===== src/rtl/xadc_drp_seq.sv =====
// xadc_drp_seq: on each XADC end-of-sequence, reads two DRP status words and publishes them together.
// Optional macro XADC_DRP_TIMEOUT_EN: abort a read whose DRDY does not return within TIMEOUT_CYC cycles.
module xadc_drp_seq #(
    parameter logic [6:0] ADDR_A      = 7'h10,
    parameter logic [6:0] ADDR_B      = 7'h12,
    parameter int         TIMEOUT_CYC = 64
) (
    input  logic        DCLK,
    input  logic        RESET,
    input  logic        EOS,
    input  logic [15:0] DO,
    input  logic        DRDY,
    output logic        DEN,
    output logic        DWE,
    output logic [6:0]  DADDR,
    output logic [15:0] DI,
    output logic [15:0] MEASURED_AUX_A,
    output logic [15:0] MEASURED_AUX_B,
    output logic        DATA_VALID,
    output logic        BUSY,
    output logic        OVERRUN
);
    typedef enum logic [2:0] {IDLE, REQ_A, WAIT_A, REQ_B, WAIT_B, COMMIT} state_t;

    state_t      state_q, state_d;
    logic        den_q, den_d;
    logic [6:0]  daddr_q, daddr_d;
    logic [15:0] shadow_a_q, shadow_a_d;
    logic [15:0] shadow_b_q, shadow_b_d;
    logic [15:0] meas_a_q, meas_a_d;
    logic [15:0] meas_b_q, meas_b_d;
    logic        dv_q, dv_d;
    logic        busy_q, busy_d;
    logic        ovr_q, ovr_d;
    logic        pend_q, pend_d;
    logic        busy;
    logic        timeout;

    if (TIMEOUT_CYC < 1) begin : g_bad_timeout
        $error("TIMEOUT_CYC must be at least 1");
    end

`ifdef XADC_DRP_TIMEOUT_EN
    localparam int CW = $clog2(TIMEOUT_CYC + 1);
    logic [CW-1:0] cnt_q, cnt_d;
    logic          waiting;

    // Count consecutive WAIT_* cycles without DRDY; the count restarts on every exit.
    always_comb begin
        waiting = (state_q == WAIT_A) || (state_q == WAIT_B);
        timeout = waiting && !DRDY && (cnt_q == CW'(TIMEOUT_CYC - 1));
        cnt_d   = (waiting && !DRDY && !timeout) ? cnt_q + 1'b1 : '0;
    end

    // Timeout counter register.
    always_ff @(posedge DCLK or posedge RESET) begin
        if (RESET) cnt_q <= '0;
        else       cnt_q <= cnt_d;
    end
`else
    assign timeout = 1'b0;
`endif

    // Sequencer next state, shadow capture, commit and request bookkeeping.
    always_comb begin
        busy       = state_q != IDLE;
        state_d    = state_q;
        shadow_a_d = shadow_a_q;
        shadow_b_d = shadow_b_q;
        meas_a_d   = meas_a_q;
        meas_b_d   = meas_b_q;
        dv_d       = 1'b0;
        case (state_q)
            IDLE:    state_d = (EOS || pend_q) ? REQ_A : IDLE;
            REQ_A:   state_d = WAIT_A;
            WAIT_A: begin
                if (DRDY) begin
                    shadow_a_d = DO;
                    state_d    = REQ_B;
                end else if (timeout) begin
                    state_d = IDLE;
                end
            end
            REQ_B:   state_d = WAIT_B;
            WAIT_B: begin
                if (DRDY) begin
                    shadow_b_d = DO;
                    state_d    = COMMIT;
                end else if (timeout) begin
                    state_d = IDLE;
                end
            end
            COMMIT: begin
                meas_a_d = shadow_a_q;
                meas_b_d = shadow_b_q;
                dv_d     = 1'b1;
                state_d  = IDLE;
            end
            default: state_d = IDLE;
        endcase
        // A pending request is always consumed when IDLE is left; an EOS arriving then re-arms it.
        pend_d  = (pend_q && busy) || (EOS && (busy || pend_q));
        ovr_d   = ovr_q || (EOS && busy && pend_q);
        den_d   = (state_d == REQ_A) || (state_d == REQ_B);
        daddr_d = (state_d == REQ_A) ? ADDR_A : (state_d == REQ_B) ? ADDR_B : daddr_q;
        busy_d  = state_d != IDLE;
    end

    // All sequencer state and registered outputs.
    always_ff @(posedge DCLK or posedge RESET) begin
        if (RESET) begin
            state_q    <= IDLE;
            den_q      <= 1'b0;
            daddr_q    <= 7'h00;
            shadow_a_q <= 16'h0000;
            shadow_b_q <= 16'h0000;
            meas_a_q   <= 16'h0000;
            meas_b_q   <= 16'h0000;
            dv_q       <= 1'b0;
            busy_q     <= 1'b0;
            ovr_q      <= 1'b0;
            pend_q     <= 1'b0;
        end else begin
            state_q    <= state_d;
            den_q      <= den_d;
            daddr_q    <= daddr_d;
            shadow_a_q <= shadow_a_d;
            shadow_b_q <= shadow_b_d;
            meas_a_q   <= meas_a_d;
            meas_b_q   <= meas_b_d;
            dv_q       <= dv_d;
            busy_q     <= busy_d;
            ovr_q      <= ovr_d;
            pend_q     <= pend_d;
        end
    end

    assign DEN            = den_q;
    assign DWE            = 1'b0;
    assign DADDR          = daddr_q;
    assign DI             = 16'h0000;
    assign MEASURED_AUX_A = meas_a_q;
    assign MEASURED_AUX_B = meas_b_q;
    assign DATA_VALID     = dv_q;
    assign BUSY           = busy_q;
    assign OVERRUN        = ovr_q;
endmodule

===== config.mk =====
export PLATFORM = sky130hd
export DESIGN_NAME = xadc_drp_seq
export DESIGN_NICKNAME = d
export VERILOG_FILES = /design/src/rtl/xadc_drp_seq.sv
export SDC_FILE = /design/constraint.sdc
export NUM_CORES = 1
export LEC_CHECK = 0
export ABC_AREA = 1
export CORE_ASPECT_RATIO = 1.1
export CORE_MARGIN = 2
export CORE_UTILIZATION = 44
export CTS_CLUSTER_DIAMETER = 30
export DETAILED_ROUTE_END_ITERATION = 10
export PLACE_DENSITY = 0.76
export SYNTH_ARGS = -nofsm -noshare
export SYNTH_HDL_FRONTEND = slang
export SYNTH_SLANG_ARGS = --single-unit

===== constraint.sdc =====
create_clock -name DCLK -period 6.38 [get_ports DCLK]
set_input_delay 1.914 -clock DCLK [delete_from_list [all_inputs] [get_ports DCLK]]
set_output_delay 1.914 -clock DCLK [all_outputs]
set_load 0.03 [all_outputs]

* After elaboration in Yosys (flattened, before gate mapping)
Cells that the tools add are included.
Cells by class: eq/ne operators 7, shift operators 0, bitwise gates (word level) 0, $add $sub $neg 0, multipliers 0, muxes and demuxes 7, div/mod/pow operators 0, $lt $le $gt $ge 0, reductions and logical operators 15
Operator list (count):
- $pmux 3 s5 | 1
- $mux 7 | 2
- $eq 3x2->1 const B | 3
- $eq 3x1->1 const B | 2
- $eq 3x3->1 const B | 2
- $mux 3 | 2
- $reduce_bool 3->1 | 2
- $logic_or 1x1->1 | 5
- $logic_and 1x1->1 | 4
- $reduce_and 2->1 | 2
- $logic_not 3->1 | 1
- $mux 1 | 2
- $reduce_bool 2->1 | 1
Word-level totals: word-level logic and storage cells 40, bits in writable memories 0, bits in latches 0, register bits 79, memory bits (read-only) 0, input bits 20, memories 0, output and inout bits 60

* Longest topological paths before layout
word-level depth 6, mapped depth 8, gate-level depth less buffers 7

* Worst setup path before layout
Ideal clock, no wire load.
path type input to register, start point input port EOS, end point register busy_q (netlist: BUSY), setup slack 3867 ps, data required time 6252 ps, path buffers 0, arrival 2385 ps, setup time 128 ps, stages on the path 3, path through or2_2 nand2_1 nand3_1
Between the ends: cells in the longest elaborated chain, start to end 4
RTL lines:
- from (decl) | line 10 | input logic EOS,
- $logic_or 1x1->1 | line 74 | IDLE: state_d = (EOS || pend_q) ? REQ_A : IDLE;
- $mux 1 | line 74
- $pmux 3 s5 | line 73 | case (state_q)
- $reduce_bool 3->1 | line 106 | busy_d = state_d != IDLE;
- named net busy_d | line 33 | logic busy_q, busy_d;
- to (signal assigned) | line 132 | busy_q <= busy_d;
- to (decl) | line 33
The timed path passes the listed nets, and every way through them passes these cells. A chain may end at the register's enable or synchronous reset.

* Worst setup path in the final report
start point register meas_a_q[3] (netlist: MEASURED_AUX_A[3]), end point output port MEASURED_AUX_A[3]
RTL lines:
- from (decl) | line 30 | logic [15:0] meas_a_q, meas_a_d;
- from (signal assigned) | line 129 | meas_a_q <= meas_a_d;
- to (decl) | line 17 | output logic [15:0] MEASURED_AUX_A,
No word-level cell between the ends.

==> flow_summary.toml <==
[setup_path]
cp-start-kind = "register"
cp_max_fo = 2
critPathTopFamily = "buffers and inverters"
max_stage_delay_ps = 690
crit_arrival_ps = 1430
end_kind = "output port"
path_class = "register to output port"
slowest_stage = "clkdlybuf4s50_1"
crit_buf_inv = 1
crit_chain = "clkdlybuf4s50_1"
worstPathRequired_ps = 4470

[global_routing]
grt_pass1_vias = 2090
grt_max_degree = 57
antenna_found_initial = 0
overflow = 0
grt_pass1_wl_mm = 9.80
gr-usage-all-layers_pct = 16.3

[clock_tree]
clock_path_buffers = 2
tritoncts = "yes"
clk-insertion-delay-late_ps = 350
cts_resized = 0
cts-root-buf = "clkbuf_8"
clk_transition_reported_paths_ps = 70
hold_buffers = 0
cts_buffers = 9
htreeDepth = 3
cts_setup_buffers = 0
clock-sinks = 74

[logic_synthesis]
synth.most_common_cell = "nand2_1"
yosysSeqAreaShare_pct = 60.1
ys_ff_latch = 74
ys.flop_type = "dfrtp_1"
synth_area_per_cell_um2 = 9.54
ys_warn_count = 0
yosysUniqueCellTypes = 22
ys_top_cells_by_count = "143 x nand2_1, 74 x dfrtp_1, 27 x buf_4, 21 x inv_1, 19 x o21ai_2"
syn-cell-area_um2 = 3080
synthTopCellsByArea = "dfrtp_1 60%, nand2_1 17%, buf_4 6.6%"
synth_largest_area_cell = "dfrtp_1"
syn_inst = 323
synthArstFlopShare_pct = 100
synth_edf_count = 0
yosys.area.top_type_share_pct = 60.1

[floorplanning]
initial_utilization_pct = 46.2
die_area_um2 = 7690
dieWidth_um = 83.8
design.core.area_um2 = 6670
num_rows = 31
pin_count = 80
dieHeight_um = 91.8

[sta]
finalCritPeriodShare_pct = 52.4
final.setup.tns_ps = 0
hold_violations = 0
tightestPinTransition_ps = 717
worst_slack_ps = 3040
finalSetupViolCount = 0
skew_ps = 9.22
min_period_ps = 3340
rsz0062_at_grt = "no"
fmax_mhz = 299
slew_viol_final = 0
slew_headroom_pct = 52.2

[finish]
drive_gt1_share_pct = 11.7
final_nets = 400
area_growth_pct = 22.1
fin_cells = 467
antennaDiodeCount = 0

[detailed_routing]
drc_errors = 0
firstDrtPassIters = 4
drt-initial-drc-count = 91
wire_per_inst_um = 12.5
vias = 2144
vias_per_cell = 4.59
drtAntennaViolNets = 0
totalWireLength_mm = 5.86

[placed_design]
place.gp.congestion = 0.763
port_buffers = 57
place_hpwl_mm = 3.88
dp_slack_ps = 2810
placedCellCount = 451

[run]
max-cap-violations = 0

[status]
outcome = "complete, no violations"

[pwr]
irDropWorstVdd_mv = 0.216
p_leak_nw = 1.94
p_per_area_nw_per_um2 = 529

[min_path]
hold_path_class = "register to register"
## through the flow
stage | hold WS [ps] | utilization [%] | cell area [um^2] | total power [mW]
final | 475 | 56.4 | 3760 | 1.99
after global routing | 498 | 56.4 | 3760 | 2.12
after CTS | 477 | 56.4 | 3760 | 2.00
after floorplan | 442 | - | 3160 | 1.37
after global placement | 450 | 53.6 | 3570 | 1.63
after detailed placement | 459 | 53.6 | 3570 | 1.65
## power breakdown
group / switching, mW / internal [mW]
registers: 0.128 / 0.681
clock network: 0.170 / 0.178
logic: 0.510 / 0.322
## state kept, by name, indices dropped and copies added (netlist names)
register,cells
MEASURED_AUX_B,16
state_q,3
shadow_b_q,16
OVERRUN,1
DEN,1
BUSY,1
DADDR,2
DATA_VALID,1
shadow_a_q,16
MEASURED_AUX_A,16
pend_q,1
## area by class of cell
cell class	count	area, um^2
Clock buffer	10	128
Clock inverter	6	57.6
Fill cell	613	2910
Inverter	24	91.3
Multi-Input combinational cell	213	951
Sequential cell	74	1850
Tap cell	82	103
Timing Repair Buffer	58	578
## kinds of logic after synthesis
kind of cell	count (synthesis)	synth area share, %
AND/OR/NAND/NOR	157	20.3
AO/OA/AOI/OAI	34	7.92
buffers and inverters	57	11.6
flip-flops	74	60.1
other	1	0.122
## metal layers
metal | share of wire (%) | GRT usage, % | vias to the layer above
li1 | - | - | 1064
met1 | 44 | 20.3 | 1006
met2 | 49 | 25.9 | 60
met3 | 4.0 | 4.05 | 14
met4 | 3.2 | 9.68 | 0
met5 | 0 | 0 | -
## worst paths after layout
path | cells after the start | from | slack, ps | to
max reg2reg | 4 | state_q[0]$_DFF_PP0_ | 4700 | shadow_b_q[14]$_DFFE_PP0P_
min | 2 | shadow_a_q[0]$_DFFE_PP0P_ | 470 | shadow_a_q[0]$_DFFE_PP0P_
min in group asynchronous | 2 | RESET | 1840 | MEASURED_AUX_B[1]$_DFFE_PP0P_
min reg2reg | 2 | shadow_a_q[0]$_DFFE_PP0P_ | 470 | shadow_a_q[0]$_DFFE_PP0P_
max | 1 | MEASURED_AUX_A[3]$_DFFE_PP0P_ | 3040 | MEASURED_AUX_A[3]
max in group asynchronous | 3 | RESET | 3550 | shadow_b_q[12]$_DFFE_PP0P_
## placed cells by master, fill, tap and decap left out
cell type	instances
and2_1	1
buf_4	1
bufinv_16	1
clkbuf_1	1
clkbuf_8	9
clkdlybuf4s50_1	57
clkinv_2	5
clkinvlp_4	1
conb_1	22
dfrtp_1	74
inv_1	20
inv_2	3
nand2_1	143
nand2_2	1
nand2_4	1
nand3_1	1
nand3_2	2
nand3b_1	1
nor2_1	5
nor2_2	1
o21ai_0	5
o21ai_1	9
o21ai_2	19
o21bai_1	1
or2_2	1
No activity file was read; power rests on OpenSTA's default activity.
